`config.mk`:
```
export PLATFORM = sky130hd
export DESIGN_NAME = cic_rate_ctrl_flat
export DESIGN_NICKNAME = d
export VERILOG_FILES = /design/src/rtl/cic_rate_ctrl_pkg.sv /design/src/rtl/cic_rate_ctrl_if.sv /design/src/rtl/cic_rate_ctrl_sync2.sv /design/src/rtl/cic_rate_ctrl.sv /design/src/flat_wrapper.sv
export SDC_FILE = /design/constraint.sdc
export NUM_CORES = 1
export LEC_CHECK = 0
export CELL_PAD_IN_SITES_DETAIL_PLACEMENT = 1
export CELL_PAD_IN_SITES_GLOBAL_PLACEMENT = 1
export CORE_MARGIN = 2
export CORE_UTILIZATION = 40
export DETAILED_ROUTE_END_ITERATION = 8
export HOLD_SLACK_MARGIN = 0.02
export PLACE_DENSITY = 0.83
export REMOVE_ABC_BUFFERS = 1
export SYNTH_ARGS = -nofsm -noshare
export SYNTH_HDL_FRONTEND = slang
export SYNTH_HIERARCHICAL = 1
export SYNTH_SLANG_ARGS = --single-unit
```
`constraint.sdc`:
```
create_clock -name clock -period 3.5 [get_ports clock]
set_input_delay 0.525 -clock clock [delete_from_list [all_inputs] [get_ports clock]]
set_output_delay 0.525 -clock clock [all_outputs]
set_load 0.03 [all_outputs]
```
`src/rtl/cic_rate_ctrl_pkg.sv`:
```
// cic_rate_ctrl_pkg: rate codes, decimation table and FSM encoding for the CIC rate controller
package cic_rate_ctrl_pkg;
    localparam logic [2:0] SEL_800 = 3'd0;
    localparam logic [2:0] SEL_400 = 3'd1;
    localparam logic [2:0] SEL_200 = 3'd2;
    localparam logic [2:0] SEL_100 = 3'd3;
    localparam logic [2:0] SEL_50  = 3'd4;

    typedef enum logic [1:0] {FLUSH, SETTLE, RUN} state_t;

    typedef struct packed {
        logic [7:0] dec1;
        logic [6:0] dec2;
        logic       ok;
    } rate_t;

    function automatic rate_t rate_lut(input logic [2:0] sel);
        case (sel)
            SEL_800: rate_lut = '{dec1: 8'd40, dec2: 7'd20, ok: 1'b1};
            SEL_400: rate_lut = '{dec1: 8'd20, dec2: 7'd20, ok: 1'b1};
            SEL_200: rate_lut = '{dec1: 8'd10, dec2: 7'd20, ok: 1'b1};
            SEL_100: rate_lut = '{dec1: 8'd10, dec2: 7'd10, ok: 1'b1};
            SEL_50:  rate_lut = '{dec1: 8'd5,  dec2: 7'd10, ok: 1'b1};
            default: rate_lut = '{dec1: 8'd0,  dec2: 7'd0,  ok: 1'b0};
        endcase
    endfunction
endpackage

```
`src/rtl/cic_rate_ctrl_if.sv`:
```
// cic_rate_ctrl_if: host/datapath signals between the rate controller and the CIC chain
interface cic_rate_ctrl_if;
    logic [2:0] rate_sel;
    logic       in_strobe;
    logic       cic2_strobe;
    logic [7:0] dec1;
    logic [6:0] dec2;
    logic       cic1_strobe;
    logic       cic_clr;
    logic       out_valid;
    logic       busy;
    logic       rate_ack;
    logic       sel_err;

    modport master (
        output rate_sel, in_strobe, cic2_strobe,
        input  dec1, dec2, cic1_strobe, cic_clr, out_valid, busy, rate_ack, sel_err
    );
    modport slave (
        input  rate_sel, in_strobe, cic2_strobe,
        output dec1, dec2, cic1_strobe, cic_clr, out_valid, busy, rate_ack, sel_err
    );
endinterface

```
`src/rtl/cic_rate_ctrl_sync2.sv`:
```
// cic_rate_ctrl_sync2: two-flop synchroniser for the quasi-static host rate code
module cic_rate_ctrl_sync2 #(
    parameter int             W   = 3,
    parameter logic [W-1:0]   RST = '0
) (
    input  logic         clock,
    input  logic         rst_n,
    input  logic [W-1:0] d_i,
    output logic [W-1:0] q_o
);
    logic [W-1:0] m_q;

    always_ff @(posedge clock or negedge rst_n)
        if (!rst_n) {q_o, m_q} <= {RST, RST};
        else        {q_o, m_q} <= {m_q, d_i};
endmodule

```
`src/rtl/cic_rate_ctrl.sv`:
```
// cic_rate_ctrl: sequences CIC decimation changes with flush, settle blanking and rate acknowledge
module cic_rate_ctrl
    import cic_rate_ctrl_pkg::*;
#(
    parameter int         FLUSH_CYCLES   = 16,
    parameter int         SETTLE_SAMPLES = 12,
    parameter logic [2:0] DEFAULT_SEL    = 3'd0
) (
    input logic             clock,
    input logic             rst_n,
    cic_rate_ctrl_if.slave  bus
);
    localparam int          CW    = $clog2(FLUSH_CYCLES > SETTLE_SAMPLES ? FLUSH_CYCLES : SETTLE_SAMPLES);
    localparam logic [CW-1:0] F_LD = CW'(FLUSH_CYCLES - 1);
    localparam logic [CW-1:0] S_LD = CW'(SETTLE_SAMPLES - 1);
    localparam rate_t       DEF_R = rate_lut(DEFAULT_SEL);

    logic [2:0]    sel_s, sel_p_q, acc_q;
    logic [7:0]    dec1_q;
    logic [6:0]    dec2_q;
    state_t        state_q, state_d;
    logic [CW-1:0] cnt_q, cnt_d;
    rate_t         new_r;
    logic          chg, expd, strb;

    cic_rate_ctrl_sync2 #(.W(3), .RST(DEFAULT_SEL)) u_sync (
        .clock (clock),
        .rst_n (rst_n),
        .d_i   (bus.rate_sel),
        .q_o   (sel_s)
    );

    assign new_r = rate_lut(sel_s);
    assign chg   = new_r.ok && sel_s != acc_q;
    assign expd  = cnt_q == '0;
    assign strb  = state_q == SETTLE && bus.cic2_strobe;

    // a fresh valid code always wins over counter expiry and restarts the flush
    assign state_d = chg ? FLUSH
                   : state_q == FLUSH ? (expd ? SETTLE : FLUSH)
                   : strb && expd ? RUN : state_q;
    assign cnt_d   = chg ? F_LD
                   : state_q == FLUSH ? (expd ? S_LD : cnt_q - 1'b1)
                   : strb && !expd ? cnt_q - 1'b1 : cnt_q;

    always_ff @(posedge clock or negedge rst_n)
        if (!rst_n) begin
            state_q <= FLUSH;
            cnt_q   <= F_LD;
            acc_q   <= DEFAULT_SEL;
            sel_p_q <= DEFAULT_SEL;
            dec1_q  <= DEF_R.dec1;
            dec2_q  <= DEF_R.dec2;
        end else begin
            state_q <= state_d;
            cnt_q   <= cnt_d;
            sel_p_q <= sel_s;
            if (chg) begin
                acc_q  <= sel_s;
                dec1_q <= new_r.dec1;
                dec2_q <= new_r.dec2;
            end
        end

    assign bus.dec1        = dec1_q;
    assign bus.dec2        = dec2_q;
    assign bus.cic_clr     = state_q == FLUSH;
    assign bus.busy        = state_q != RUN;
    assign bus.cic1_strobe = bus.in_strobe && state_q != FLUSH;
    assign bus.out_valid   = state_q == RUN && bus.cic2_strobe;
    assign bus.rate_ack    = strb && expd && !chg;
    assign bus.sel_err     = !new_r.ok && sel_s != sel_p_q;
endmodule

```
`src/flat_wrapper.sv`:
```
// flat-port wrapper written by rule: the top's interface ports become plain ports
module cic_rate_ctrl_flat import cic_rate_ctrl_pkg::*;
#(
    parameter int         FLUSH_CYCLES   = 16,
    parameter int         SETTLE_SAMPLES = 12,
    parameter logic [2:0] DEFAULT_SEL    = 3'd0
)
  (clock, rst_n, bus_rate_sel, bus_in_strobe, bus_cic2_strobe, bus_dec1, bus_dec2, bus_cic1_strobe, bus_cic_clr, bus_out_valid, bus_busy, bus_rate_ack, bus_sel_err);
  cic_rate_ctrl_if bus_i ();
  input logic clock;
  input logic rst_n;
  input wire logic [$bits(bus_i.rate_sel)-1:0] bus_rate_sel;
  input wire logic [$bits(bus_i.in_strobe)-1:0] bus_in_strobe;
  input wire logic [$bits(bus_i.cic2_strobe)-1:0] bus_cic2_strobe;
  output wire logic [$bits(bus_i.dec1)-1:0] bus_dec1;
  output wire logic [$bits(bus_i.dec2)-1:0] bus_dec2;
  output wire logic [$bits(bus_i.cic1_strobe)-1:0] bus_cic1_strobe;
  output wire logic [$bits(bus_i.cic_clr)-1:0] bus_cic_clr;
  output wire logic [$bits(bus_i.out_valid)-1:0] bus_out_valid;
  output wire logic [$bits(bus_i.busy)-1:0] bus_busy;
  output wire logic [$bits(bus_i.rate_ack)-1:0] bus_rate_ack;
  output wire logic [$bits(bus_i.sel_err)-1:0] bus_sel_err;
  assign bus_i.rate_sel = bus_rate_sel;
  assign bus_i.in_strobe = bus_in_strobe;
  assign bus_i.cic2_strobe = bus_cic2_strobe;
  assign bus_dec1 = bus_i.dec1;
  assign bus_dec2 = bus_i.dec2;
  assign bus_cic1_strobe = bus_i.cic1_strobe;
  assign bus_cic_clr = bus_i.cic_clr;
  assign bus_out_valid = bus_i.out_valid;
  assign bus_busy = bus_i.busy;
  assign bus_rate_ack = bus_i.rate_ack;
  assign bus_sel_err = bus_i.sel_err;
  cic_rate_ctrl #(.FLUSH_CYCLES(FLUSH_CYCLES), .SETTLE_SAMPLES(SETTLE_SAMPLES), .DEFAULT_SEL(DEFAULT_SEL)) u_core (.clock(clock), .rst_n(rst_n), .bus(bus_i));
endmodule
```
# Yosys cells after proc, flatten, opt, wreduce, memory -nomap -nowiden
# Index checks and enable logic that the tools add are counted.
# word_totals
input_bits	7
reg_bits	33
out_inout_bits	21
elab_cells	44
# classes
addsub	1
mux	9
n_reduce_logical	17
eq_ne	9
# ops
operator	count
14-bit one-hot mux with 5 select lines	1
4-bit two-way mux	4
1-bit logical AND	8
3-bit by 2-bit equality test with 1-bit output (second input constant)	2
2-bit two-way mux	3
3-bit inequality test	2
3-bit nonzero test	2
4-bit zero test	1
4-bit by 1-bit subtractor with 4-bit output (second input constant)	1
3-bit by 1-bit equality test with 1-bit output (second input constant)	1
3-bit equality test (second input constant)	1
1-bit zero test	3
3-bit zero test	1
2-bit by 1-bit equality test with 1-bit output (second input constant)	1
2-bit equality test (second input constant)	1
2-bit zero test	1
2-bit inequality test (second input constant)	1
2-bit nonzero test	1
1-bit two-way mux	1

# Longest topological paths before layout
# Gate-level depths: netlist (run 1).
# depth
depth_word	6
depth_mapped	6
mapped_depth_nobuf	6

# Modules after synthesis
# The synthesis (run 1) kept the hierarchy.
# by_module_without_submodules
mod	cells_per_inst	seq_area_each_um2	n_inst	area_per_inst_um2
cic_rate_ctrl	107	509.2	1	1044.8
cic_rate_ctrl_sync2	6	150.1	1	150.1

# Worst setup path before layout (run 1)
# OpenSTA, ideal clock, no wires.
# synth_timing
path_kind	register -> output
startpoint	register u_core.u_sync.q_o[1]
endpoint	output port bus_rate_ack
t_required_ps	2975
slack_ps	982
stages_incl_launch_ff	5
path_buffers	0
t_arrival_ps	1993
path_cell_list	dfrtp_1 > or3_1 > a2111oi_2 > nor3_2 > nor3_1
# synth_via
elab_chain_cells	5
word_cells_on_any_way	10
cone_classes	5 x eq/ne; 1 x mux; 4 x reduce/logical
# synth_rtl
element	line	source
start: declaration	cic_rate_ctrl_sync2.sv:9	output logic [W-1:0] q_o
start signal: assignment	cic_rate_ctrl_sync2.sv:14	if (!rst_n) {q_o, m_q} <= {RST, RST};
start signal: assignment	cic_rate_ctrl_sync2.sv:15	else {q_o, m_q} <= {m_q, d_i};
3-bit equality test, or another cell as far along	cic_rate_ctrl_pkg.sv:18	case (sel)
14-bit one-hot mux with 5 select lines	cic_rate_ctrl_pkg.sv:18	
1-bit logical AND *	cic_rate_ctrl.sv:34	assign chg = new_r.ok && sel_s != acc_q;
1-bit zero test *	cic_rate_ctrl.sv:71	assign bus.rate_ack = strb && expd && !chg;
1-bit logical AND *	cic_rate_ctrl.sv:71	
end: declaration	flat_wrapper.sv:21	output wire logic [$bits(bus_i.rate_ack)-1:0] bus_rate_ack;
# Mark *: on every way between the ends. The rest lies on a longest branch, timed or not.

# Worst setup path after layout (run 1)
# Same ends and word-level chain as after synthesis.

==> results of run 1 <==
logic make-up (layout without fill, tap and decap cells):
logic type               after synthesis  in the layout  synth area share
adder cells (fa/ha/maj)                1              1            0.0105
AND/OR/NAND/NOR                       35             35             0.155
flip-flops                            26             26             0.552
AO/OA/AOI/OAI                         28             28             0.177
XOR/XNOR                               2              2            0.0147
other                                  1              5           0.00314
buffers and inverters                 20             36            0.0880
cells in the final DEF (no fill, tap or decap):
cell type        instances
clkdlybuf4s50_1         21
dfrtp_1                 19
inv_1                   10
nor2_1                   9
nand2_1                  8
dfstp_2                  7
a21oi_1                  6
conb_1                   5
a22o_1                   4
clkbuf_4                 3
nand3_1                  3
nand2b_1                 2
o31a_1                   2
or3_1                    2
xnor2_1                  2
nor3_1                   2
o21ai_0                  2
a311oi_1                 2
a211o_1                  2
a31oi_1                  2
o22ai_1                  2
a2bb2oi_1                2
clkbuf_1                 1
dlymetal6s2s_1           1
nor2b_1                  1
nor3b_1                  1
a2111oi_2                1
and4_1                   1
nor3_2                   1
or3b_1                   1
or2_2                    1
nand3b_1                 1
and4b_1                  1
o211ai_1                 1
a32o_1                   1
a31o_1                   1
nand4_1                  1
ha_1                     1
layout make-up:
class,count,area (um^2)
Inverter,10,37.5
Timing Repair Buffer,22,223
Sequential cell,26,659
Multi-Input combinational cell,71,445
Tap cell,31,38.8
Fill cell,321,1380
Clock buffer,4,26.3
cells in the mapped netlist, types with 2 or more instances:
library cell   n  area [um^2]
o21ai_0        2         10.0
nand2b_1       2         12.5
a21oi_1        6         30.0
dfrtp_1       19          475
buf_4          8         60.1
nor3_1         2         10.0
or3_1          2         12.5
clkbuf_1       2         7.51
o31a_1         2         17.5
inv_1         10         37.5
a211o_1        2         17.5
a311oi_1       2         17.5
dfstp_2        7          184
nand2_1        8         30.0
xnor2_1        2         17.5
a22o_1         4         35.0
a2bb2oi_1      2         17.5
nor2_1         9         33.8
nand3_1        3         15.0
a31oi_1        2         12.5
o22ai_1        2         12.5
routing by layer:
metal | vias up | routed length [um] | track usage
met3 | 4 | 86 | 0.0198
li1 | 427 | - | -
met4 | 0 | 33 | 0.0584
met5 | - | 0 | 0
met2 | 20 | 1360 | 0.318
met1 | 469 | 1130 | 0.220
flip-flops by register name, indices dropped and copies added (netlist names):
name               flops
u_core/acc_q           3
u_core/bus.dec1        6
u_core/bus.dec2        2
u_core/cnt_q           4
u_core/sel_p_q         3
u_core/state_q         2
u_core/u_sync/m_q      3
u_core/u_sync/q_o      3
worst max-delay path, stage by stage (launching register included):
cell	delay [ps]
dfrtp_1	570
or3_1	450
a2111oi_2	390
nor3_2	160
nor3_1	200
dlymetal6s2s_1	340
power groups by stage:
stage | clock network [W] | registers [W] | logic (W)
floorplan | 0 | 0.000400 | 0.0000596
global placement | 0 | 0.000367 | 0.000152
detailed placement | 0 | 0.000370 | 0.000161
CTS | 0.000135 | 0.000365 | 0.000161
global route | 0.000147 | 0.000371 | 0.000173
finish | 0.000127 | 0.000365 | 0.000159
final timing paths:
path,cells past startpoint,endpoint,start,slack [ps]
max,5,bus_rate_ack,u_core/u_sync/q_o[1]$_DFF_PN0_,560
min,0,u_core/u_sync/q_o[1]$_DFF_PN0_,u_core/u_sync/m_q[1]$_DFF_PN0_,360
max reg2reg,4,u_core/bus.dec1[1]$_DFFE_PN0P_,u_core/u_sync/q_o[1]$_DFF_PN0_,1540
min reg2reg,0,u_core/u_sync/q_o[1]$_DFF_PN0_,u_core/u_sync/m_q[1]$_DFF_PN0_,360
max in group asynchronous,1,u_core/state_q[1]$_DFFE_PN0P_,rst_n,2070
min in group asynchronous,1,u_core/sel_p_q[2]$_DFF_PN0_,rst_n,770
metrics by stage:
step	total power [W]	hold slack [ps]	util	instance area, um^2	cells
CTS	0.000662	361	0.509	1430	164
global route	0.000690	368	0.510	1430	164
finish	0.000651	358	0.510	1430	164
detailed placement	0.000531	340	0.500	1400	160
floorplan	0.000460	229	-	1140	107
global placement	0.000520	335	0.500	1400	160
==> metrics.txt, run 1 <==
Post-Synthesis Cell Area=0.00119 mm^2; Yosys warning total=6; Die X=58.7 um; final net count=142; number of flops mapped to enable cells by yosys=0; failing checks=DRC; vias per inst=5.61; switching fraction of total power=0.311; deepest clock path buffer count=2; number of post-CTS setup repair buffers=0; wire length of the first global-routing pass=4570 um; Maximum Capacitance Violations=0; DRC Markers=1; buffer type at the clock tree root=clkbuf_4; clock period minus worst slack=2940 ps; total length of routed wires=2610 um; routed vias=920; relative contribution of combinational cells to total power=0.245; P per Cell Area=455 mW/mm^2; Setup Viol. Count Final=0; worst min-delay path class=reg -> reg; Seq/Total Area, Yosys=0.552; area enclosed by the die boundary=0.00344 mm^2; hpwl dp=2040 um; clock transition time at the flip-flop clock pins of the worst setup and hold paths=130 ps; ports placed on the boundary=28; share of the cycle needed by the critical path after routing=0.841; maximum fanout along the worst path=15; power share of the sequential group=0.560; result of the run=complete, but fails checks; largest clock skew in the final design=9.15 ps; number of buffer cells added on primary ports=22; proportion of register bits with asynchronous set or reset after synthesis=1.00; dpl ws=518 ps; placer's final routability congestion estimate=0.856; fraction of layout cells with a size suffix above 1=0.0977; sw power=0.000202 W; overall routing resource usage=0.176; data required time of the critical path=2970 ps; routed length per instance=15.9 um; unrepaired setup endpoints after global routing=false; count of final max-slew check failures=0; 1st-iter DRT viols=12; fraction of power consumed by the clock network=0.195; maximum frequency from static timing analysis=0.340 GHz; post-synthesis sequential element count=26; vias in the first global route=966; Area Overhead vs Synth=19.7%; antenna violations before repair=0; reported leakage power=0.623 nW; core area=0.00281 mm^2; main flop type after synthesis=dfrtp_1; pin count of the biggest net entering global routing=27; Peak VDD IR=235 uV; insertion delay of the later-clocked pin in the worst-skew pair=320 ps; type of element capturing the critical path=output port; mean post-synth cell area=10.6 um^2; worst-case setup margin in the final layout=555 ps; total inserted antenna cells=0; worst setup path category=reg -> out; setup tns final=0 ps; TritonCTS Sinks=26; actual transition at the worst max-transition pin=1080 ps; synth unique cells=36; count of mapped cells out of synthesis=113; number of gates given a new drive strength after cts=0; First-pass DRT Iterations=8; hold violation total from the final report=0; CTS hold repair buffers=0; Slew HR=0.275; CTS HTree Levels=1; crit start category=flip-flop; worst path arrival time=2420 ps; effective utilization at floorplan=0.426; antenna-violating nets left=0; std cell rows=19; number of buffers inserted during clock tree synthesis=3; clock tree from TritonCTS=built; internal power consumption=0.000448 W; Die Y=58.7 um; Remaining Overflow, GRT=0
Power figures use the tool's default switching activity.
==> run 2, diff against run 1 <==
CORE_UTILIZATION = 37   (was 40)
PLACE_DENSITY = 0.77   (was 0.83)
clock period = 2.9 ns   (was 3.5 ns; I/O delays follow)
==> metrics.txt, run 2 (synthesized netlist as in run 1, its figures left out) <==
clock transition time at the flip-flop clock pins of the worst setup and hold paths=130 ps (about the same); crit start category=flip-flop; Area Overhead vs Synth=25.4%; routed vias=910 (-1.1%); share of the cycle needed by the critical path after routing=0.926; clock period minus worst slack=2690 ps; std cell rows=20 (+1); most frequent cells in the layout=clkdlybuf4s50_1, dfrtp_1, inv_1; fillcell total=357 (+11%); vias per inst=5.03 (-10%); clock tree from TritonCTS=built; hold violation total from the final report=0 (unchanged); total inserted antenna cells=0 (unchanged); placed cell areas=0.00145 mm^2 (+3.3%); antenna-violating nets left=0 (unchanged); pin count of the biggest net entering global routing=27 (unchanged); finished layout cell area=0.00150 mm^2 (+4.8%); Maximum Capacitance Violations=0 (unchanged); 1st-iter DRT viols=27 (+15); number of buffers inserted during clock tree synthesis=3 (unchanged); Slew HR=0.485 (+0.210); overall routing resource usage=0.152 (-0.0243); setup tns final=0 ps (unchanged); Remaining Overflow, GRT=0 (unchanged); maximum frequency from static timing analysis=0.372 GHz; placer's final routability congestion estimate=0.808 (-5.6%); TritonCTS Sinks=26 (unchanged); First-pass DRT Iterations=4 (-4); core area=0.00305 mm^2 (+8.8%); Die X=60.8 um (+3.7%); depth of the worst register-to-register path=5 (+1); final net count=146 (+2.8%); hpwl dp=1880 um (-7.9%); CTS HTree Levels=1 (unchanged); unrepaired setup endpoints after global routing=false; area enclosed by the die boundary=0.00370 mm^2 (+7.6%); buffer type at the clock tree root=clkbuf_4; max reg flops=6 (unchanged); cell type group with the largest total delay on the critical path=simple AND/OR/NAND/NOR gates; worst-path cell chain=or3_1 > a2111oi_2 > nor3_2 > nor3_1 > dlygate4sd2_1; antenna violations before repair=0 (unchanged); startpoint of the tightest hold check path=u_core/u_sync/m_q[0]$_DFF_PN0_; placed cell count=177 (+11%); count of final max-slew check failures=0 (unchanged); insertion delay of the later-clocked pin in the worst-skew pair=320 ps (about the same); deepest clock path buffer count=2 (unchanged); P per Cell Area=585 mW/mm^2 (+29%); Setup Viol. Count Final=0 (unchanged); Critical-path top delay cell=dfrtp_1; reported leakage power=0.641 nW (+2.9%); CTS hold repair buffers=0 (unchanged); number of buffer cells added on primary ports=22 (unchanged); capturing point of the worst reg2reg path=u_core/bus.dec1[1]$_DFFE_PN0P_; result of the run=complete, no violations; largest clock skew in the final design=6.96 ps (-2.19 ps); depth of the worst hold-timing path=0 (unchanged); wire length of the first global-routing pass=4110 um (-10%); actual transition at the worst max-transition pin=769 ps (-314 ps); Cell Count, Final, Fillers Out=181 (+10%); worst path arrival time=2250 ps (-170 ps); routed length per instance=13.6 um (-14%); vias in the first global route=895 (-7.3%); Peak VDD IR=355 uV (+51%); reg-to-reg startpoint=u_core/u_sync/q_o[1]$_DFF_PN0_; most common library cell in the layout ignoring fill and taps=clkdlybuf4s50_1; total length of routed wires=2470 um (-5.3%); type of element capturing the critical path=output port; Die Y=60.8 um (+3.7%); crit-path max cell delay=450 ps (-120 ps); worst min-delay path class=reg -> reg; DRC Markers=0 (-1); data required time of the critical path=2470 ps (-500 ps); effective utilization at floorplan=0.391 (-0.0346); Critical Path Start=u_core/acc_q[1]$_DFFE_PN0P_; fraction of layout cells with a size suffix above 1=0.131 (+0.0336); reg2reg setup slack=1080 ps (-460 ps); Buf/Inv on CP=1 (unchanged); Final Util=0.491 (-0.0188); ports placed on the boundary=28 (unchanged); worst setup path category=reg -> out; Hold Path End=u_core/u_sync/q_o[0]$_DFF_PN0_; maximum fanout along the worst path=7 (-8)
==> run 2: power breakdown <==
part	internal, W	switching [W]
Clock	0.000140	0.000103
Combinational	0.0000844	0.000117
Sequential	0.000406	0.0000268
Total	0.000631	0.000247
==> run 2: per-layer routing <==
metal  vias up  share of wire  track usage
li1        434              -            -
met1       448           0.45        0.203
met2        23           0.48        0.233
met3         5          0.054       0.0512
met4         0          0.017       0.0497
met5         -              0            0
==> run 2: final cells by class <==
type / instances / area, um^2 / share of cell area
clock inverters: 1 / 30.0 / 0.0200
well taps: 44 / 55.1 / 0.0367
repair buffers: 26 / 249 / 0.166
clock buffers: 3 / 22.5 / 0.0150
flip-flops and latches: 26 / 659 / 0.440
inverters: 10 / 37.5 / 0.0250
multi-input cells: 71 / 445 / 0.297
==> run 2: worst max path at each step <==
stage,endpoint,slack [ps],depth (start not counted)
6_report,bus_rate_ack,210,5
5_1_grt,bus_rate_ack,60,5
4_1_cts,bus_rate_ack,190,5
3_5_place_dp,bus_rate_ack,270,5
3_3_place_gp,bus_rate_ack,320,6
2_1_floorplan,bus_rate_ack,370,4
==> run 2: what timing repair did <==
item / 4_1_cts / 5_1_grt
resized for setup: 1 / 0
endpoints found under the setup margin: 1 / 0
hold endpoints to repair: 0 / 0
buffers inserted: 0 / 0
==> run 2: per-stage QoR <==
step	total power [W]	hold slack (ps)	worst slack [ps]
final	0.000878	364	214
after global routing	0.000929	374	61.1
after CTS	0.000890	367	187
after detailed placement	0.000644	336	272
after global placement	0.000636	337	323
after floorplan	0.000555	139	369
==> run 2: worst register-to-register path: cells and delay by family (launching register included) <==
family / cells / cell delay [ps]
compound gates: 1 / 270
xor+xnor: 1 / 190
buf+inv: 1 / 190
flops: 1 / 390
simple gates: 2 / 700
==> RTL change, RTL diff (settings of run 2) <==
`FLUSH_CYCLES` is set to 16 in 2 places; all go to 8.
--- a/src/rtl/cic_rate_ctrl.sv
+++ b/src/rtl/cic_rate_ctrl.sv
@@ -2,7 +2,7 @@
 module cic_rate_ctrl
     import cic_rate_ctrl_pkg::*;
 #(
-    parameter int         FLUSH_CYCLES   = 16,
+    parameter int         FLUSH_CYCLES   = 8,
     parameter int         SETTLE_SAMPLES = 12,
     parameter logic [2:0] DEFAULT_SEL    = 3'd0
 ) (
--- a/src/flat_wrapper.sv
+++ b/src/flat_wrapper.sv
@@ -1,7 +1,7 @@
 // flat-port wrapper written by rule: the top's interface ports become plain ports
 module cic_rate_ctrl_flat import cic_rate_ctrl_pkg::*;
 #(
-    parameter int         FLUSH_CYCLES   = 16,
+    parameter int         FLUSH_CYCLES   = 8,
     parameter int         SETTLE_SAMPLES = 12,
     parameter logic [2:0] DEFAULT_SEL    = 3'd0
 )
Behaviour: not the same (Yosys sat finds a counterexample within 10 cycles, from zero or initial values and one cycle with rst_n low).
==> RTL change against run 2 <==
Total power decreased by 11%. Setup slack worse by 0.011 ns. Area after synthesis is 0.73% lower. Final cell count is 2.2% lower. Routed wire length decreased by 2.3%. Clock power fell by 43%. Design area down 3.3%. Highest routed layer unchanged. Largest cell class unchanged. Utilization fell by 1.6 points. Sequential cell count stayed put. Die area decreased by 0.69%.
==> RTL change: results (changes against run 2) <==
The met1 demand-to-capacity share in global routing is 0.207 (was 0.203). Worst voltage drop across the vdd grid: 266 µV (was 355 µV). The worst-case headroom to the max-slew limit is 0.543 (was 0.485). The portion of netlist area occupied by mux cells was 0 (unchanged); the number of global-route vias before repair was 889 (was 895). Fraction of the mapped netlist area in adder cells: 0.0105 (about the same). Highest routed metal layer: met4 (unchanged). Fill cell instance count of the final layout: 361 (was 357).

The worst setup slack before clock tree synthesis was 0.219 ns (was 0.272 ns). The worst register-to-register path has a setup slack of 1.07 ns. The logs give 0.257 (was 0.233) for the met2 demand-to-capacity share in global routing and 143 (was 146) for the number of nets at the end of the flow. The logs give 2410 µm (was 2470 µm) for the total wire length and 0.0384 (was 0.0512) for the global routing met3 resource utilization.

The routed length on met3 is 89 µm (was 134 µm), and the wire length on met1 is 1160 µm (was 1110 µm). Met2 routed wirelength: 1140 µm (was 1180 µm). The tools report the hold path startpoint as u_core/u_sync/m_q[2] (was u_core/u_sync/m_q[0]).

The first-pass GRT wire length is 4210 µm (was 4110 µm). The run finished with clean final reports. For the number of antenna violations at the first check in global routing, the log shows 0 (unchanged).

Cells taking the most area after synthesis: sky130_fd_sc_hd__dfrtp_1 42%, sky130_fd_sc_hd__dfstp_2 13%, sky130_fd_sc_hd__buf_4 5.1%, sky130_fd_sc_hd__inv_1 3.2%, sky130_fd_sc_hd__a22o_1 3.0% (was sky130_fd_sc_hd__dfrtp_1 40%, sky130_fd_sc_hd__dfstp_2 15%, sky130_fd_sc_hd__buf_4 5.0%, sky130_fd_sc_hd__inv_1 3.1%, sky130_fd_sc_hd__a22o_1 2.9%). The run gives 0.362 ns (was 0.364 ns) as the final-layout worst hold slack. Total half-perimeter wirelength after legalization and detailed placement: 1900 µm (was 1880 µm).

The logs give 3 (unchanged) for the number of buffers created by CTS and 892 (was 910) for the via total after detailed routing. The ratio of cells with drive above 1 in the final layout is 0.128 (was 0.131). Count of unique library cells instantiated by Yosys: 36 (unchanged). The endpoint of the worst hold-timing path was u_core/u_sync/q_o[2] (was u_core/u_sync/q_o[0]). The area fraction in compound gates after synthesis was 0.190 (was 0.177); the worst-case clock skew was 0.0127 ns (was 0.00696 ns). The routability congestion estimate from global placement was 0.773 (was 0.808); the reported leakage power was 0.622 nW (was 0.641 nW).

The initial DRC count is 31 (was 27), and the clock edge transition at the registers on the reported setup and hold paths is 0.11 ns (was 0.13 ns). The sequential-to-total area share from yosys stat came out at 0.555 (was 0.552). The parity-gate share of the synthesized area counting xor and xnor cells works out to 0.0148 (was 0.0147).

The overall fraction of global-route tracks in use came out at 0.153 (was 0.152). Commonest cells post-synth: 20 x sky130_fd_sc_hd__dfrtp_1, 10 x sky130_fd_sc_hd__inv_1, 8 x sky130_fd_sc_hd__buf_4, 8 x sky130_fd_sc_hd__nor2_1 (was 19 x sky130_fd_sc_hd__dfrtp_1, 10 x sky130_fd_sc_hd__inv_1, 9 x sky130_fd_sc_hd__nor2_1). Biggest fanout along the worst timing path: 10 (was 7).
## RTL change: worst max-delay path, stage by stage, from the launching register on
cell                              delay, ns
sky130_fd_sc_hd__dfrtp_1               0.48
sky130_fd_sc_hd__buf_4                 0.21
sky130_fd_sc_hd__nand3_1               0.07
sky130_fd_sc_hd__o21ai_0               0.10
sky130_fd_sc_hd__a311oi_1              0.37
sky130_fd_sc_hd__clkdlybuf4s50_1       0.74
## RTL change: stage by stage
step                       util  instance area, µm²  cells
after detailed placement  0.469                1430    174
final                     0.475                1450    177
after global routing      0.475                1450    177
after floorplan               -                1130    105
after CTS                 0.476                1450    177
after global placement    0.469                1430    174
## RTL change: what timing repair did
item	in CTS	in global routing
endpoints found under the setup margin	1	1
hold buffers	0	0
gates resized for setup	1	3
hold endpoints to repair	0	0
setup buffers	0	0
## RTL change: how the worst max path moves through the flow
stage	from	endpoint	slack [ns]
after CTS	u_core/u_sync/q_o[2]	bus_rate_ack	0.15
final	u_core/u_sync/q_o[0]	bus_sel_err	0.20
after detailed placement	u_core/u_sync/q_o[2]	bus_rate_ack	0.22
after floorplan	u_core/u_sync/q_o[1]	bus_rate_ack	0.39
after global placement	u_core/u_sync/q_o[2]	bus_rate_ack	0.28
after global routing	u_core/u_sync/q_o[0]	bus_sel_err	0.04
## RTL change: cell type report
type / count / share of cell area
tap: 44 / 0.0380
timing repair buffer: 25 / 0.164
multi-input combinational: 69 / 0.302
sequential: 26 / 0.454
inverter: 10 / 0.0259
clock buffer: 3 / 0.0155
## RTL change: report_power, final
group,total (mW),switching (mW),leakage [nW],internal (mW)
combinational,0.206,0.118,0.299,0.0874
clock,0.139,0.0908,0.0138,0.0484
sequential,0.435,0.0284,0.309,0.407
total,0.780,0.238,0.622,0.543
